$ cat src/rtl/keypad_scanner.sv
// 4x4 matrix keypad scanner: rotates the active-low row drive, synchronises the columns and
// debounces whole scan frames into a 5-bit key code (16 = no key) with a one-cycle new-key pulse.
module keypad_scanner #(
  parameter int SCAN_DIV  = 1000,
  parameter int DEB_SCANS = 4
) (
  input  logic       clk,
  input  logic       rst,
  input  logic [3:0] col,
  output logic [3:0] row,
  output logic [4:0] key,
  output logic       key_new,
  output logic [1:0] dbg_state
);

  localparam int SLOT_W = $clog2(SCAN_DIV);
  localparam int DEB_W  = $clog2(DEB_SCANS + 1);
  localparam logic [SLOT_W-1:0] SLOT_LAST = SLOT_W'(SCAN_DIV - 1);
  localparam logic [DEB_W-1:0]  DEB_MAX   = DEB_W'(DEB_SCANS);
  localparam logic [4:0]        KEY_NONE  = 5'd16;

  typedef enum logic [1:0] {
    S_IDLE    = 2'd0,
    S_PRESS   = 2'd1,
    S_HELD    = 2'd2,
    S_RELEASE = 2'd3
  } state_e;

  function automatic logic [3:0] key_map(input logic [1:0] r, input logic [1:0] c);
    logic [3:0] k;
    case ({r, c})
      4'h0:    k = 4'd1;
      4'h1:    k = 4'd2;
      4'h2:    k = 4'd3;
      4'h3:    k = 4'd10;
      4'h4:    k = 4'd4;
      4'h5:    k = 4'd5;
      4'h6:    k = 4'd6;
      4'h7:    k = 4'd11;
      4'h8:    k = 4'd7;
      4'h9:    k = 4'd8;
      4'hA:    k = 4'd9;
      4'hB:    k = 4'd12;
      4'hC:    k = 4'd14;
      4'hD:    k = 4'd0;
      4'hE:    k = 4'd15;
      default: k = 4'd13;
    endcase
    return k;
  endfunction

  logic [3:0]        col_s1_q, col_s2_q;
  logic [SLOT_W-1:0] slot_q, slot_d;
  logic [1:0]        row_idx_q, row_idx_d;
  logic [1:0]        acc_cnt_q, acc_cnt_d;
  logic [3:0]        acc_key_q, acc_key_d;

  state_e            state_q, state_d;
  logic [3:0]        cand_q, cand_d;
  logic [DEB_W-1:0]  cnt_q, cnt_d;
  logic [4:0]        key_q, key_d;
  logic              key_new_q, key_new_d;

  logic       slot_end, frame_end;
  logic [3:0] col_low;
  logic [2:0] slot_lows, frame_lows;
  logic [1:0] col_idx;
  logic [3:0] slot_key, frame_key;
  logic       frame_none, frame_single;

  // Column sampling and per-frame low-bit accumulation; the accumulator saturates at 2 (MULTI).
  always_comb begin
    slot_end  = (slot_q == SLOT_LAST);
    frame_end = slot_end && (row_idx_q == 2'd3);
    col_low   = ~col_s2_q;
    slot_lows = 3'($countones(col_low));
    case (col_low)
      4'b0010: col_idx = 2'd1;
      4'b0100: col_idx = 2'd2;
      4'b1000: col_idx = 2'd3;
      default: col_idx = 2'd0;
    endcase
    slot_key     = key_map(row_idx_q, col_idx);
    frame_lows   = {1'b0, acc_cnt_q} + slot_lows;
    frame_key    = (acc_cnt_q == 2'd0) ? slot_key : acc_key_q;
    frame_none   = (frame_lows == 3'd0);
    frame_single = (frame_lows == 3'd1);

    slot_d    = slot_end ? '0 : slot_q + SLOT_W'(1);
    row_idx_d = slot_end ? row_idx_q + 2'd1 : row_idx_q;
    acc_cnt_d = acc_cnt_q;
    acc_key_d = acc_key_q;
    if (frame_end) begin
      acc_cnt_d = 2'd0;
      acc_key_d = 4'd0;
    end else if (slot_end) begin
      acc_cnt_d = (frame_lows >= 3'd2) ? 2'd2 : frame_lows[1:0];
      acc_key_d = frame_key;
    end
  end

  always_ff @(posedge clk or negedge rst) begin
    if (!rst) begin
      col_s1_q  <= 4'b1111;
      col_s2_q  <= 4'b1111;
      slot_q    <= '0;
      row_idx_q <= 2'd0;
      acc_cnt_q <= 2'd0;
      acc_key_q <= 4'd0;
    end else begin
      col_s1_q  <= col;
      col_s2_q  <= col_s1_q;
      slot_q    <= slot_d;
      row_idx_q <= row_idx_d;
      acc_cnt_q <= acc_cnt_d;
      acc_key_q <= acc_key_d;
    end
  end

  always_ff @(posedge clk or negedge rst) begin
    if (!rst) begin
      state_q   <= S_IDLE;
      cand_q    <= 4'd0;
      cnt_q     <= '0;
      key_q     <= KEY_NONE;
      key_new_q <= 1'b0;
    end else begin
      state_q   <= state_d;
      cand_q    <= cand_d;
      cnt_q     <= cnt_d;
      key_q     <= key_d;
      key_new_q <= key_new_d;
    end
  end

  // Debounce advances only on frame_end; a held key is never replaced until a full release.
  always_comb begin
    state_d   = state_q;
    cand_d    = cand_q;
    cnt_d     = cnt_q;
    key_d     = key_q;
    key_new_d = 1'b0;
    if (frame_end) begin
      case (state_q)
        S_IDLE: begin
          if (frame_single) begin
            cand_d = frame_key;
            cnt_d  = DEB_W'(1);
            if (DEB_SCANS == 1) begin
              state_d   = S_HELD;
              key_d     = {1'b0, frame_key};
              key_new_d = 1'b1;
            end else begin
              state_d = S_PRESS;
            end
          end
        end
        S_PRESS: begin
          if (frame_single && (frame_key == cand_q)) begin
            cnt_d = cnt_q + DEB_W'(1);
            if (cnt_d == DEB_MAX) begin
              state_d   = S_HELD;
              key_d     = {1'b0, cand_q};
              key_new_d = 1'b1;
            end
          end else if (frame_single) begin
            cand_d = frame_key;
            cnt_d  = DEB_W'(1);
          end else begin
            state_d = S_IDLE;
            cnt_d   = '0;
          end
        end
        S_HELD: begin
          if (frame_none) begin
            if (DEB_SCANS == 1) begin
              state_d = S_IDLE;
              key_d   = KEY_NONE;
              cnt_d   = '0;
            end else begin
              state_d = S_RELEASE;
              cnt_d   = DEB_W'(1);
            end
          end else if (frame_single && ({1'b0, frame_key} == key_q)) begin
            cnt_d = '0;
          end
        end
        S_RELEASE: begin
          if (frame_none) begin
            cnt_d = cnt_q + DEB_W'(1);
            if (cnt_d == DEB_MAX) begin
              state_d = S_IDLE;
              key_d   = KEY_NONE;
              cnt_d   = '0;
            end
          end else begin
            state_d = S_HELD;
            cnt_d   = '0;
          end
        end
        default: begin
          state_d = S_IDLE;
          cnt_d   = '0;
        end
      endcase
    end
  end

  always_comb begin
    row            = 4'b1111;
    row[row_idx_q] = 1'b0;
    key            = key_q;
    key_new        = key_new_q;
    dbg_state      = state_q;
  end

endmodule
$ cat config.mk
export PLATFORM = sky130hd
export DESIGN_NAME = keypad_scanner
export DESIGN_NICKNAME = d
export VERILOG_FILES = /design/src/rtl/keypad_scanner.sv
export SDC_FILE = /design/constraint.sdc
export NUM_CORES = 1
export LEC_CHECK = 0
export CELL_PAD_IN_SITES_DETAIL_PLACEMENT = 0
export CELL_PAD_IN_SITES_GLOBAL_PLACEMENT = 1
export CORE_ASPECT_RATIO = 1.4
export CORE_MARGIN = 3
export CORE_UTILIZATION = 45
export DETAILED_ROUTE_END_ITERATION = 16
export GPL_TIMING_DRIVEN = 0
export PLACE_DENSITY_LB_ADDON = 0.1
export SLEW_MARGIN = 20
export SYNTH_ARGS = -nofsm -noshare
export SYNTH_HDL_FRONTEND = slang
export SYNTH_SLANG_ARGS = --single-unit
$ cat constraint.sdc
create_clock -name clk -period 4.2 [get_ports clk]
set_input_delay 0.42 -clock clk [delete_from_list [all_inputs] [get_ports clk]]
set_output_delay 0.42 -clock clk [all_outputs]
set_load 0.01 [all_outputs]
==> results_dict.tcl, run 1 <==
set metrics [dict create \
    placement_rows 32 \
    clockBufferDepth 2 \
    num_vias 2080 \
    ir_drop_uv 193.0 \
    ant_nets 0 \
    multi_input_area_sq_um 1421 \
    min_to "col_s2_q[3]" \
    outcome "finished, final reports clean" \
    antenna_found_initial 0 \
    fin_hold_ws_ps 359.6 \
    synth.avg_cell_area_sq_um 9.014 \
    worstPathRequired_ps 4440 \
    holdBufCountCts 1 \
    synth_cells 289 \
    wl_per_cell_um 14.95 \
    die-area_sq_um 6751 \
    powerDensity_nw_per_um2 253.7 \
    io_buffers 17 \
    rr_endpoint "cnt_q[2]" \
    path_class "flip-flop to flip-flop" \
    wl_um 5739 \
    yosysTopAreaCellShare_pct 30.74 \
    die_h_um 96.03 \
    clock_sinks 41 \
    cp_common_cell "fa_1" \
    clock_latency_ps 300 \
    fmax_ghz 0.2757 \
    ys.flop_type "dfrtp_1" \
    cp_cell_sequence "inv_1 > fa_1 > inv_1 > fa_1 > fa_1 > nor2_1 > nand2_1 > nor2_1 > nand2_1 > or3_4 > a2111oi_2 > a211o_1" \
    post_cts_resized 0 \
    rsz0062_at_grt "false" \
    skew_ps 7.104 \
    area_delta_synth_final_pct 14.36 \
    period_minus_slack_ps 3627 \
    via_per_inst 5.417 \
    min-delay-start "col_s1_q[3]" \
    yosys.area.top_type "dfrtp_1" \
    synth_commonest_cells "32 x dfrtp_1, 30 x nand2_1, 26 x nor2_1" \
    start_util_pct 46.81 \
    dp_hpwl_um 4335 \
    cts_tree "yes" \
    tightest_slew_ps 630.5 \
    critPathMaxStageDelay_ps 500 \
    min_period_over_period_pct 86.35 \
    fin_setup_tns_ps 0 \
    layout-drive-gt1-share_pct 11.39 \
    antenna_cells 0 \
    numCtsBuffers 5 \
    clkTransAtPathRegs_ps 90 \
    critPathCaptureType "flip-flop" \
    async_flop_share_pct 100.0 \
    fill_cells 550 \
    register_area_sq_um 1037 \
    drt_iter0_markers 95 \
    worstRegToRegCells 12 \
    p_leak_nw 1.232 \
    overflow 0 \
    hp-class "flip-flop to flip-flop" \
    synthTopCellsByArea "dfrtp_1 31%, dfstp_2 9.1%, ha_1 5.8%, xnor2_1 4.4%, nand2_1 4.3%" \
    cp_max_fo 4 \
    slew_headroom_pct 57.41 \
    hold_violations 0 \
    worstPathArrival_ps 3860 \
    htreeDepth 2 \
    rr_startpoint "acc_cnt_q[0]" \
    grt_pass1_wl_um 10070 \
    drcViolationCount 0 \
    slowest_stage "fa_1" \
    r2r_slack_ps 570 \
    ys_warn_count 0 \
    synth_edf_count 0 \
    start_kind "flip-flop" \
    core_sq_um 5565 \
    yosysMostFrequentCell "dfrtp_1" \
    root_buffer "clkbuf_8" \
    detailedRoute.firstPassIterationCount 4 \
    yosysSeqAreaShare_pct 39.82 \
    nNetsFinal 336 \
    dieWidth_um 70.31 \
    grt.total_usage_pct 18.70 \
    io_pins 18 \
    report.final.slew_viol_count 0 \
    hold_depth 0 \
    grt_max_degree 33 \
    syn_nets 310 \
    place.gp.congestion 0.7974 \
    grt_pass1_vias 2123 \
    post_cts_buffers 0 \
    syn_area_sq_um 2605 \
    synth.distinct_cells 55 \
    ys_seq_elements 41 \
    setup_viol 0 \
    maxCapViolCount 0 \
]
==> cell families after synthesis <==
family / count (synthesis) / share of synthesized area (%)
multiplexers: 9 / 3.554
flip-flops: 41 / 39.82
buffers and inverters: 35 / 5.619
AND/OR/NAND/NOR: 102 / 19.55
AO/OA/AOI/OAI: 67 / 16.67
adder cells (fa/ha/maj): 15 / 8.069
XOR/XNOR: 20 / 6.724
==> how the worst max path moves through the flow <==
stage,from,end
finish,acc_cnt_q[0],cnt_q[2]
global route,col_s2_q[2],cnt_q[2]
CTS,acc_cnt_q[0],cnt_q[2]
detailed placement,col_s2_q[2],cnt_q[2]
global placement,acc_cnt_q[0],cnt_q[2]
floorplan,col_s2_q[2],cnt_q[2]
==> metrics by stage <==
step | power, mW | instance area [sq um] | cells | setup slack [ps] | utilization (%)
after floorplan | 0.4628 | 2605 | 289 | 1032 | -
after global placement | 0.4904 | 2860 | 374 | 614.9 | 51.39
after detailed placement | 0.4924 | 2875 | 375 | 621.2 | 51.66
after CTS | 0.7663 | 2979 | 384 | 591.4 | 53.53
after global routing | 0.7934 | 2979 | 384 | 313.7 | 53.53
final | 0.7558 | 2979 | 384 | 573.3 | 53.53
==> per-layer routing <==
layer	track usage [%]	part of all wire, %
met1	23.37	45
met2	33.67	52
met3	2.194	2.1
met4	5.751	1.6
met5	0	0
==> where the power goes <==
| part | internal (mW) | total [mW] | switching, mW |
|---|---|---|---|
| Combinational | 0.0304 | 0.0821 | 0.0517 |
| Sequential | 0.402 | 0.404 | 0.00209 |
| Clock | 0.120 | 0.270 | 0.150 |
==> worst max-delay path, delay by kind of cell (launching register included) <==
family | cells | cell delay [ps]
buffers and inverters | 2 | 130
flip-flops | 1 | 370
AND/OR/NAND/NOR | 5 | 1250
AO/OA/AOI/OAI | 2 | 440
adder cells (fa/ha/maj) | 3 | 1360
==> registers in the layout, summed over array words and instances, names as in the netlist <==
name,count
slot_q,10
key,5
acc_key_q,4
cand_q,4
col_s1_q,4
col_s2_q,4
cnt_q,3
acc_cnt_q,2
dbg_state,2
row_idx_q,2
key_new,1
==> final cells by class <==
cell class	instances	area share [%]
repair buffers	19	6.552
plain buffers	17	2.646
flip-flops and latches	41	34.82
clock inverters	3	0.8400
well taps	68	2.856
inverters	18	2.268
clock buffers	5	2.310
multi-input cells	213	47.71
==> placed cells by master, fill, tap and decap left out, types with 3 or more instances in the layout <==
| cell type | instances |
|---|---|
| dfrtp_1 | 32 |
| nand2_1 | 30 |
| nor2_1 | 26 |
| a21oi_1 | 20 |
| inv_1 | 18 |
| clkdlybuf4s50_1 | 16 |
| xnor2_1 | 13 |
| ha_1 | 12 |
| o21ai_0 | 11 |
| clkbuf_1 | 9 |
| dfstp_2 | 9 |
| nand3_1 | 8 |
| nor3_1 | 8 |
| o22ai_1 | 8 |
| buf_2 | 7 |
| xor2_1 | 7 |
| mux2i_1 | 7 |
| o31ai_1 | 6 |
| clkbuf_8 | 5 |
| and3_1 | 4 |
| nand4b_1 | 3 |
| nand4_1 | 3 |
| a31oi_1 | 3 |
| fa_1 | 3 |
(Power assumes the default switching activity.)
==> run 2: changes to the inputs <==
Settings changed: SLEW_MARGIN 20 to not set.
==> results of run 2 <==
The final DEF is identical to that of run 1; final timing and power are the same.
==> run 3: changes to the inputs <==
Settings changed: HOLD_SLACK_MARGIN set to 0.06, PLACE_DENSITY set to 0.77, PLACE_DENSITY_LB_ADDON 0.1 to not set.
==> run 3 against run 2 <==
  * Flip-flop and latch count did not move
  * Highest routed layer unchanged
  * Critical path type unchanged
  * Sequential share of layout area did not move
  * Fmax rose by 0.69%
  * Largest power group unchanged
  * Via count fell by 0.29%
  * Clock power barely moved
==> results_dict.tcl, run 3 (synthesis results as in run 1) <==
set metrics [dict create \
    most-common-layout-cells "32 x dfrtp_1, 30 x nand2_1, 26 x nor2_1" \
    clock_sinks 41 \
    start_util_pct 46.81 \
    rsz0062_at_grt "false" \
    placed_cells 375 \
    die_h_um 96.03 \
    mostFrequentLayoutCell "dfrtp_1" \
    finalNonFillerCells 384 \
    worstPathRequired_ps 4440 \
    p_sw_mw 0.2056 \
    post_cts_buffers 0 \
    clockBufferDepth 2 \
    htreeDepth 2 \
    ant_nets 0 \
    largest_reg_flops 10 \
    cts_tree "yes" \
    dieWidth_um 70.31 \
    outcome "finished, final reports clean" \
    fin_hold_ws_ps 361.4 \
    wl_um 5640 \
    fill_cells 558 \
    grt_max_degree 32 \
    start_kind "flip-flop" \
    layout-drive-gt1-share_pct 11.39 \
    holdBufCountCts 1 \
    fin_area_sq_um 2979 \
    dp_hpwl_um 4379 \
    power_frac_seq_pct 53.2 \
    place.gp.congestion 0.7891 \
    power_frac_clock_pct 36.0 \
    antenna_cells 0 \
    finalWorstSetupSlack_ps 598.1 \
    min_period_over_period_pct 85.76 \
    path_class "flip-flop to flip-flop" \
    hold_violations 0 \
    die-area_sq_um 6751 \
    place_area_sq_um 2875 \
    powerDensity_nw_per_um2 254.6 \
    cp_common_cell "fa_1" \
    critPathMaxStageDelay_ps 500 \
    cp_max_fo 4 \
    core_sq_um 5565 \
    area_delta_synth_final_pct 14.36 \
    grt.total_usage_pct 18.17 \
    cp_cell_sequence "inv_1 > fa_1 > inv_1 > fa_1 > fa_1 > nor2_1 > nand2_1 > nor2_1 > nand2_1 > or3_4 > a2111oi_2 > a211o_1" \
    clkTransAtPathRegs_ps 90 \
    placement_rows 32 \
    slew_headroom_pct 55.05 \
    grt_pass1_vias 2073 \
    post_cts_resized 0 \
    overflow 0 \
    critPathCaptureType "flip-flop" \
    top_register "slot_q" \
    sw_frac_of_total_pct 27.10 \
    numCtsBuffers 5 \
    report.final.slew_viol_count 0 \
    p_leak_nw 1.232 \
    period_minus_slack_ps 3602 \
    detailedRoute.firstPassIterationCount 4 \
    root_buffer "clkbuf_8" \
    via_per_inst 5.401 \
    slowest_stage "fa_1" \
    setup_viol 0 \
    tightest_slew_ps 665.4 \
    skew_ps 7.655 \
    nNetsFinal 336 \
    ir_drop_uv 162.8 \
    drt_iter0_markers 80 \
    pwr-share-comb_pct 10.8 \
    drcViolationCount 0 \
    num_vias 2074 \
    maxCapViolCount 0 \
    io_buffers 17 \
    grt_pass1_wl_um 9701 \
    io_pins 18 \
    pre_cts_ws_ps 603.2 \
    fin_setup_tns_ps 0 \
    antenna_found_initial 0 \
    fmax_ghz 0.2776 \
    hp-class "flip-flop to flip-flop" \
    intPower_mw 0.5530 \
    clock_latency_ps 300 \
    wl_per_cell_um 14.69 \
    worstPathArrival_ps 3840 \
]
[run 3: changes by cell type in the layout (fill, tap and decap cells not counted), sizes merged]
cell | previous run | this run
inv | 19 | 20
clkinv | 1 | 0
[run 3: layout make-up]
class                           instances  area, sq um  share of cell area (%)
Clock buffer                            5        68.82                   2.310
Timing Repair Buffer                   19        195.2                   6.552
Tap cell                               68        85.08                   2.856
Inverter                               18        67.56                   2.268
Clock inverter                          3        25.02                  0.8400
Sequential cell                        41         1037                   34.82
Multi-Input combinational cell        213         1421                   47.71
Buffer                                 17        78.83                   2.646
[run 3: metal layers]
metal | global-route usage (%) | up-vias | wire length [um]
met2 | 33.52 | 27 | 2915
li1 | - | 1062 | -
met5 | 0 | - | 0
met4 | 6.550 | 0 | 84
met3 | 2.508 | 6 | 125
met1 | 21.41 | 979 | 2514
[run 3: path summary, 6_finish.rpt]
kind	from	end	slack (ps)	cells past startpoint
worst max-delay path	acc_cnt_q[0]	cnt_q[2]	600	12
worst min-delay path	col_s1_q[1]	col_s2_q[1]	360	0
worst max register to register	acc_cnt_q[0]	cnt_q[2]	600	12
worst min register to register	col_s1_q[1]	col_s2_q[1]	360	0
max in group asynchronous	rst	col_s1_q[0]	3160	3
min in group asynchronous	rst	dbg_state[0]	520	2
[run 3: power by group through the flow]
stage	Clock (mW)	Sequential, mW	Combinational, mW
after global placement	0	0.411	0.0794
after global routing	0.301	0.404	0.0915
after CTS	0.284	0.404	0.0832
after floorplan	0	0.411	0.0522
final	0.273	0.403	0.0818
after detailed placement	0	0.411	0.0819
[run 3: worst max-delay path, delay by kind of cell (launching register included)]
kind	cells	cell delay (ps)
compound gates	2	450
flops	1	370
fa+ha+maj	3	1370
buf+inv	2	130
simple gates	5	1220
[run 3: metrics by stage]
stage / power, mW / utilization (%)
finish: 0.7585 / 53.53
global route: 0.7965 / 53.53
CTS: 0.7710 / 53.53
detailed placement: 0.4929 / 51.66
global placement: 0.4903 / 51.39
floorplan: 0.4628 / -
